## config.mk

```make
export PLATFORM = sky130hd
export DESIGN_NAME = pixel_fetch
export DESIGN_NICKNAME = d
export VERILOG_FILES = /design/src/rtl/gpu_pipe_pkg.sv /design/src/rtl/mem_req_port.sv /design/src/rtl/pixel_fetch.sv
export SDC_FILE = /design/constraint.sdc
export NUM_CORES = 1
export LEC_CHECK = 0
export CAP_MARGIN = 5
export CORE_MARGIN = 2
export CORE_UTILIZATION = 60
export DETAILED_ROUTE_END_ITERATION = 16
export PLACE_DENSITY = 0.84
export REMOVE_ABC_BUFFERS = 1
export SLEW_MARGIN = 20
export SYNTH_ARGS = -nofsm -noshare
export SYNTH_HDL_FRONTEND = slang
export SYNTH_SLANG_ARGS = --single-unit
export TNS_END_PERCENT = 20
```

## constraint.sdc

```tcl
create_clock -name clk -period 18.5 [get_ports clk]
set_input_delay 1.85 -clock clk [delete_from_list [all_inputs] [get_ports clk]]
set_output_delay 1.85 -clock clk [all_outputs]
set_load 0.005 [all_outputs]
```

## src/rtl/gpu_pipe_pkg.sv

```systemverilog
// Shared types and constants for the pixel pipe fetch stage.
package gpu_pipe_pkg;

    localparam int unsigned ADDR_W         = 26;
    localparam int unsigned RAM_DW         = 16;
    localparam int unsigned FLASH_DW       = 8;
    localparam int unsigned TIMEOUT_CYCLES = 255;

    localparam logic [15:0] TRANSPARENT = '0;

    typedef enum logic [1:0] {
        IDLE,
        RAM_RD,
        FLASH_RD,
        OUTPUT
    } fetch_state_t;

endpackage

```

## src/rtl/mem_req_port.sv

```systemverilog
// Single-outstanding read request port: holds req/addr until ack.
// Optional wait-timeout counter under PIXEL_FETCH_TIMEOUT_EN.
module mem_req_port #(
    parameter int unsigned AW = 26
`ifdef PIXEL_FETCH_TIMEOUT_EN
    , parameter int unsigned TIMEOUT_CYCLES = 255
`endif
) (
    input  logic          clk,
    input  logic          rst,
    input  logic          start,
    input  logic [AW-1:0] start_addr,
    input  logic          ack,
    output logic          req,
    output logic [AW-1:0] addr,
    output logic          done,
    output logic          timeout
);

    // An ack only counts while a request is outstanding.
    assign done = req & ack;

    always_ff @(posedge clk) begin
        if (rst) begin
            req  <= 1'b0;
            addr <= '0;
        end else if (start) begin
            req  <= 1'b1;
            addr <= start_addr;
        end else if (done || timeout) begin
            req  <= 1'b0;
        end
    end

`ifdef PIXEL_FETCH_TIMEOUT_EN
    localparam int unsigned CW = $clog2(TIMEOUT_CYCLES + 1);

    logic [CW-1:0] cnt;

    // cnt holds the number of completed cycles the current req has waited.
    assign timeout = req & ~ack & (cnt == CW'(TIMEOUT_CYCLES - 1));

    always_ff @(posedge clk) begin
        if (rst || start) begin
            cnt <= '0;
        end else if (req && !ack) begin
            cnt <= cnt + 1'b1;
        end
    end
`else
    assign timeout = 1'b0;
`endif

endmodule

```

## src/rtl/pixel_fetch.sv

```systemverilog
// Pipe stage 3: fetches a layer pixel (sprite colour or text glyph bit) from RAM/flash.
// Optional ack timeout via PIXEL_FETCH_TIMEOUT_EN.
module pixel_fetch #(
    parameter int unsigned ADDR_W   = gpu_pipe_pkg::ADDR_W,
    parameter int unsigned RAM_DW   = gpu_pipe_pkg::RAM_DW,
    parameter int unsigned FLASH_DW = gpu_pipe_pkg::FLASH_DW
`ifdef PIXEL_FETCH_TIMEOUT_EN
    , parameter int unsigned TIMEOUT_CYCLES = gpu_pipe_pkg::TIMEOUT_CYCLES
`endif
) (
    input  logic                clk,
    input  logic                rst,
    input  logic                in_valid,
    output logic                in_ready,
    input  logic [7:0]          in_layer_id,
    input  logic                in_ram_en,
    input  logic                in_flash_en,
    input  logic [ADDR_W-1:0]   in_ram_off,
    input  logic [ADDR_W-1:0]   in_flash_bits,
    input  logic [ADDR_W-1:0]   in_ram_base,
    input  logic [15:0]         in_glyph_bits,
    input  logic [15:0]         in_text_color,
    output logic                ram_req,
    output logic [ADDR_W-1:0]   ram_addr,
    input  logic                ram_ack,
    input  logic [RAM_DW-1:0]   ram_rdata,
    output logic                flash_req,
    output logic [ADDR_W-4:0]   flash_addr,
    input  logic                flash_ack,
    input  logic [FLASH_DW-1:0] flash_rdata,
    output logic                out_valid,
    input  logic                out_ready,
    output logic [7:0]          out_layer_id,
    output logic [15:0]         out_color,
    output logic                out_opaque,
    output logic                fetch_err
);
    import gpu_pipe_pkg::*;

    fetch_state_t        state;
    logic                flash_en_q;
    logic [ADDR_W-1:0]   flash_bits_q;
    logic [15:0]         glyph_q;
    logic [15:0]         text_color_q;
    logic [2:0]          bitsel;
    logic [ADDR_W-1:0]   bitaddr;
    logic                ram_start, ram_done, ram_timeout;
    logic                flash_start, flash_done, flash_timeout;
    logic                glyph_bit;

    assign in_ready = (state == IDLE);

    // Glyph bit address: 32-bit char*glyph product, truncated to the address width.
    assign bitaddr     = flash_bits_q + ADDR_W'(32'(ram_rdata) * 32'(glyph_q));
    assign ram_start   = (state == IDLE) && in_valid && in_ram_en;
    assign flash_start = (state == RAM_RD) && ram_done && flash_en_q;
    assign glyph_bit   = flash_rdata[3'd7 - bitsel];

    mem_req_port #(
        .AW(ADDR_W)
`ifdef PIXEL_FETCH_TIMEOUT_EN
        , .TIMEOUT_CYCLES(TIMEOUT_CYCLES)
`endif
    ) u_ram_port (
        .clk        (clk),
        .rst        (rst),
        .start      (ram_start),
        .start_addr (in_ram_base + in_ram_off),
        .ack        (ram_ack),
        .req        (ram_req),
        .addr       (ram_addr),
        .done       (ram_done),
        .timeout    (ram_timeout)
    );

    mem_req_port #(
        .AW(ADDR_W - 3)
`ifdef PIXEL_FETCH_TIMEOUT_EN
        , .TIMEOUT_CYCLES(TIMEOUT_CYCLES)
`endif
    ) u_flash_port (
        .clk        (clk),
        .rst        (rst),
        .start      (flash_start),
        .start_addr (bitaddr[ADDR_W-1:3]),
        .ack        (flash_ack),
        .req        (flash_req),
        .addr       (flash_addr),
        .done       (flash_done),
        .timeout    (flash_timeout)
    );

    always_ff @(posedge clk) begin
        if (rst) begin
            state        <= IDLE;
            flash_en_q   <= 1'b0;
            flash_bits_q <= '0;
            glyph_q      <= '0;
            text_color_q <= '0;
            bitsel       <= '0;
            out_valid    <= 1'b0;
            out_layer_id <= '0;
            out_color    <= '0;
            out_opaque   <= 1'b0;
        end else begin
            case (state)
                IDLE: begin
                    if (in_valid) begin
                        flash_en_q   <= in_flash_en;
                        flash_bits_q <= in_flash_bits;
                        glyph_q      <= in_glyph_bits;
                        text_color_q <= in_text_color;
                        out_layer_id <= in_layer_id;
                        if (in_ram_en) begin
                            state <= RAM_RD;
                        end else begin
                            out_color  <= TRANSPARENT;
                            out_opaque <= 1'b0;
                            out_valid  <= 1'b1;
                            state      <= OUTPUT;
                        end
                    end
                end
                RAM_RD: begin
                    if (ram_done) begin
                        if (flash_en_q) begin
                            bitsel <= bitaddr[2:0];
                            state  <= FLASH_RD;
                        end else begin
                            out_color  <= 16'(ram_rdata);
                            out_opaque <= 1'b1;
                            out_valid  <= 1'b1;
                            state      <= OUTPUT;
                        end
                    end else if (ram_timeout) begin
                        out_color  <= TRANSPARENT;
                        out_opaque <= 1'b0;
                        out_valid  <= 1'b1;
                        state      <= OUTPUT;
                    end
                end
                FLASH_RD: begin
                    if (flash_done) begin
                        out_color  <= glyph_bit ? text_color_q : TRANSPARENT;
                        out_opaque <= glyph_bit;
                        out_valid  <= 1'b1;
                        state      <= OUTPUT;
                    end else if (flash_timeout) begin
                        out_color  <= TRANSPARENT;
                        out_opaque <= 1'b0;
                        out_valid  <= 1'b1;
                        state      <= OUTPUT;
                    end
                end
                OUTPUT: begin
                    if (out_ready) begin
                        out_valid <= 1'b0;
                        state     <= IDLE;
                    end
                end
                default: state <= IDLE;
            endcase
        end
    end

`ifdef PIXEL_FETCH_TIMEOUT_EN
    always_ff @(posedge clk) begin
        if (rst) begin
            fetch_err <= 1'b0;
        end else if (ram_timeout || flash_timeout) begin
            fetch_err <= 1'b1;
        end
    end
`else
    assign fetch_err = 1'b0;
`endif

endmodule
```

* Word-level counts from Yosys, hierarchy flattened *
Cells that the tools add are included.
Widths: inputs -> output; s select.

word-level totals
  input bits = 150
  register bits after elaboration = 141
  output and inout port bits = 79
  logic and storage cells = 74

operators by class
  mux-type cells = 31
  bitwise logic cells = 2
  magnitude comparators = 1
  multiply operators = 1
  add/sub/neg operators = 3
  reductions and logical operators = 13
  equal/unequal tests = 9

operators by type and width
  cell                 count
  $mux 16              6
  $add 26x26->26       2
  $pmux 16 s3          1
  $mul 16x16->26       1
  $mux 1               15
  $ne 2x2->1 const B   6
  $reduce_and 6->1     2
  $mux 2               5
  $pmux 2 s4           1
  $eq 2x2->1 const B   2
  $logic_and 1x1->1    4
  $lt 3x4->1 const B   1
  $pmux 1 s4           1
  $reduce_and 4->1     1
  $reduce_bool 2->1    2
  $bmux 1 s3           1
  $pmux 1 s3           1
  $reduce_and 3->1     1
  $reduce_bool 3->1    1
  $sub 3x3->3 const A  1
  $and 1x1->1          2
  $eq 2x1->1 const B   1
  $logic_not 2->1      1
  $reduce_and 2->1     1

* Longest topological paths before layout *
  word-level depth = 6
  depth in mapped cells = 23

* Modules after synthesis *
From an unflattened synthesis, not the netlist that was laid out.

second synthesis, totals
  cell total of the unflattened synthesis = 1,768
  area total of the unflattened synthesis = 14,989.4 um2

modules (own cells, without submodules)
  module                       seq. area each (um2)  cells an instance  area each (um2)  times used
  pixel_fetch                  1,801.7               1,596              13,102.6         1
  mem_req_port (u_ram_port)    540.5                 91                 997.2            1
  mem_req_port (u_flash_port)  480.5                 81                 889.6            1

* Least setup slack after synthesis *
Ideal clock, no wire load.

  path kind = input port to flip-flop
  start = in ram_rdata[10]
  end = reg u_flash_port.addr[20]
  path buffers = 1
  path slack = 11.242 ns
  stages = 21
  data arrival time = 7.141 ns
  setup time = 0.117 ns
  data required time = 18.383 ns
  path through = clkbuf_1 nand2_1 fa_1 fa_1 inv_1 fa_1 inv_1 fa_1 inv_1 fa_1 inv_1 fa_1 inv_1 ha_1 o21a_1 o31a_1 nand4_1 o211ai_2 o31a_1 or3_1 a32o_1

between the ends
  cells in the longest elaborated chain, start to end = 2

RTL lines
  item                    RTL line            RTL
  start: declaration      pixel_fetch.sv:26   input logic [RAM_DW-1:0] ram_rdata,
  $mul 16x16->26          pixel_fetch.sv:54   assign bitaddr = flash_bits_q + ADDR_W'(32'(ram_rdata) * 32'(glyph_q));
  $add 26x26->26          pixel_fetch.sv:54
  end signal: assignment  mem_req_port.sv:29  addr <= start_addr;
  end: declaration        mem_req_port.sv:15  output logic [AW-1:0] addr,

No other way between the ends.
A chain may end at the register's enable or synchronous reset.

* Worst setup path in the final report *
  start = in ram_rdata[4]
  end = reg u_flash_port.addr[20]

Same word-level chain as after synthesis.

==> reports/metrics.csv <==
stage;metric;value;unit
sta;unrepaired setup endpoints after global routing;false;
cells_and_area;Cell Count, Final, Fillers Out;2285;
floorplanning;Die X;161;um
power;post-layout power;2.20;mW
routing;final wirelength;40700;um
clocking;CTS clk-pin slew, worst paths;0.07;ns
global_route;largest net degree at the start of global routing;76;
clocking;Root Buffer;clkbuf_16;
worst_setup_path;r2r startpoint;glyph_q[10];
clocking;clock buffer count from CTS;17;
sta;Min Hold Slack;0.447;ns
synth;top-area cell type share of the netlist area;28.0;%
cells_and_area;leading cell type in the layout, fill and taps excluded;nand2_1;
synth;Cells after Synth;1774;
synth;Synth cell types;67;
cells_and_area;fillers;1810;
worst_setup_path;kind of critical path;input port to flop;
worst_setup_path;crit path from;ram_rdata[4];
cells_and_area;register area;0.00282;mm^2
synth;top_reg_cell synth;dfxtp_1;
placed_design;Final Wtd Congestion;0.945;
routing;DRT antenna net count;0;
clocking;H-tree levels;4;
placed_design;Cells after DPL;2253;
sta;fin crit period;7.96;ns
sta;Least-Margin Pin Slew;0.878;ns
placed_design;HPWL after DPL;31100;um
worst_setup_path;arrival time of the worst setup path;8.29;ns
global_route;first-pass GRT wire length;66400;um
cells_and_area;Antenna Cells;0;
floorplanning;die area;0.0259;mm^2
clocking;latest clock arrival within the worst-skew pair;0.43;ns
sta;min setup slack post-route;10.54;ns
floorplanning;initial cell density of the core;61.0;%
outcome;outcome;completed;
clocking;Max Root-Sink Buffers;2;
synth;register area share after synthesis;19.1;%
routing;drt via density;5.63;
global_route;Total GRT Usage;32.4;%
power;Worst VDD drop;0.0000885;V
worst_setup_path;CP startpoint kind;input port;
floorplanning;Core Region;0.0242;mm^2
placed_design;PortBufs;227;
routing;DR DRC count;0;
sta;Fmax;126;MHz
flow_run;max-cap check violation count;0;
cells_and_area;area delta synth->final;20.5;%
synth;Synthesis Warnings;0;
clocking;total setup buffers inserted after CTS;0;
clocking;# hold bufs at CTS;0;
sta;Setup Viol. Count Final;0;
cells_and_area;commonest non-fill, non-tap cells in the layout;nand2_1, inv_1, clkdlybuf4s50_1;
power;Pleak;8.01;nW
synth;Post-synth ARST share;0;%
power;pwr/cell area;124;mW/mm^2
global_route;vias in the first global route;13500;
worst_setup_path;Worst setup EP type;flop;
worst_setup_path;worst r2r dst;u_flash_port.addr[20];
sta;period utilization;43.0;%
routing;drt wl/cell;17.8;um
global_route;total gr overflow;0;
worst_setup_path;CP Capture Point;u_flash_port.addr[20];
routing;Starting DRT DRC Count;1163;
worst_setup_path;Required @ worst endpoint;18.83;ns
synth;Post-Syn Area;0.0148;mm^2
synth;register bit total from synthesis;141;
cells_and_area;ratio of cells with drive above 1 in the final layout;3.06;%
routing;Vias;12900;
synth;mean post-synth cell area;8.33;um^2
clocking;Resized Gates After CTS;0;
cells_and_area;multi-input logic area;0.0105;mm^2
floorplanning;Die Ht;161;um
worst_setup_path;flop2flop setup slack;12.22;ns
worst_setup_path;Worst Reg2Reg Path Length in Cells;17;
sta;final hold viol count;0;
global_route;initial antenna violation count;0;
synth;number of synthesized flops with an enable pin;0;
hold_path;Hold Path Class;flop to flop;
routing;first drt pass iteration count;6;
floorplanning;# rows;57;
sta;Max-slew headroom;41.3;%
clocking;CTS sink cnt;141;
sta;fin. max-slew vios;0;
sta;setup_tns;0;ns
synth;ranking of synthesized cells by area;fa_1, dfxtp_1, ha_1, nand2_1, inv_1;
floorplanning;I/O Pins;229;
worst_setup_path;Max FO, Critical Path;17;
placed_design;dpl ws;10.20;ns
synth;Yosys top cell by area;fa_1;
cells_and_area;Nets;2411;
sta;Max Clock Skew;0.0113;ns
clocking;CTS tree;yes;
## worst max-delay path, cell delays in order
cell and delay, ns:
clkdlybuf4s50_1 0.88, and2_1 0.42, fa_1 0.51, inv_1 0.07
fa_1 0.53, inv_1 0.05, fa_1 0.40, fa_1 0.53
fa_1 0.51, inv_1 0.05, fa_1 0.47, inv_1 0.04
ha_1 0.35, a21o_1 0.25, a41o_1 0.25, o31a_1 0.26
o31a_1 0.30, or3_1 0.31, a32o_1 0.24
## registers in the layout, indices dropped and copies added (netlist names)
| signal | flops |
|---|---|
| bitsel | 3 |
| u_ram_port.addr | 26 |
| out_layer_id | 8 |
| out_opaque | 1 |
| text_color_q | 16 |
| state | 2 |
| u_ram_port.req | 1 |
| u_flash_port.addr | 23 |
| flash_bits_q | 26 |
| out_color | 16 |
| u_flash_port.req | 1 |
| flash_en_q | 1 |
| glyph_q | 16 |
| out_valid | 1 |
## layout make-up
type / count / area share (%)
flip-flops and latches: 141 / 15.8
inverters: 318 / 6.70
well taps: 324 / 2.28
clock buffers: 20 / 2.62
multi-input cells: 1233 / 58.7
repair buffers: 237 / 13.2
clock inverters: 12 / 0.709
## worst min path at each step
| stage | endpoint | startpoint | slack, ns | cells after the start |
|---|---|---|---|---|
| 6_report | u_flash_port.addr[12] | u_flash_port.addr[12] | 0.45 | 2 |
| 4_1_cts | u_flash_port.addr[12] | u_flash_port.addr[12] | 0.45 | 2 |
| 3_5_place_dp | u_flash_port.addr[16] | u_flash_port.addr[16] | 0.43 | 2 |
| 5_1_grt | u_flash_port.addr[16] | u_flash_port.addr[16] | 0.47 | 2 |
| 2_1_floorplan | text_color_q[0] | text_color_q[0] | 0.43 | 2 |
| 3_3_place_gp | u_flash_port.addr[16] | u_flash_port.addr[16] | 0.43 | 2 |
## layer usage
layer / up-vias / wire length (um) / GRT usage (%)
li1: 5923 / - / -
met1: 6185 / 15400 / 38.9
met2: 615 / 19800 / 55.6
met3: 136 / 3960 / 8.83
met4: 0 / 1470 / 12.7
met5: - / 0 / 0
## per-stage QoR
step,util (%),cell area [um^2]
2_1_floorplan,-,14500
3_3_place_gp,71.0,17200
3_5_place_dp,71.0,17200
4_1_cts,73.5,17800
5_1_grt,73.5,17800
6_report,73.5,17800
## cells by family after synthesis
logic type / synth area share (%)
fa+ha+maj: 37.0
buf+inv: 10.2
other cells: 0.0254
simple gates: 18.1
mux: 0.449
compound gates: 13.0
xor+xnor: 2.19
flops: 19.1
## Yosys cell counts, types with 3 or more instances
library cell and instances:
nand2_1 326, inv_1 318, fa_1 207, dfxtp_1 141, a21oi_1 122, and2_1 113, ha_1 106, clkbuf_1 75
nor2_1 57, o21ai_0 31, nand3_1 24, xnor2_1 22, a211oi_1 19, a22oi_1 17, a2bb2oi_1 16, xor2_1 15
a21o_1 14, nor3_1 11, nand2b_1 8, nand4_1 8, o21a_1 8, a31oi_1 7, nor2b_1 7, and3_1 6
buf_1 6, o21bai_1 6, or2_2 6, a211o_1 5, a22o_1 5, or3_1 5, or4_1 5, o211ai_1 4
o31a_1 4, a2111oi_0 3, a21boi_0 3, o21ai_1 3, o22ai_1 3, o41ai_1 3
## report_power, final
part           leakage [nW]  switching, mW  internal [mW]
Combinational          6.58          0.841          0.609
Sequential             1.15         0.0542          0.345
Clock                 0.287          0.152          0.200
No activity file was read; power rests on OpenSTA's default activity.
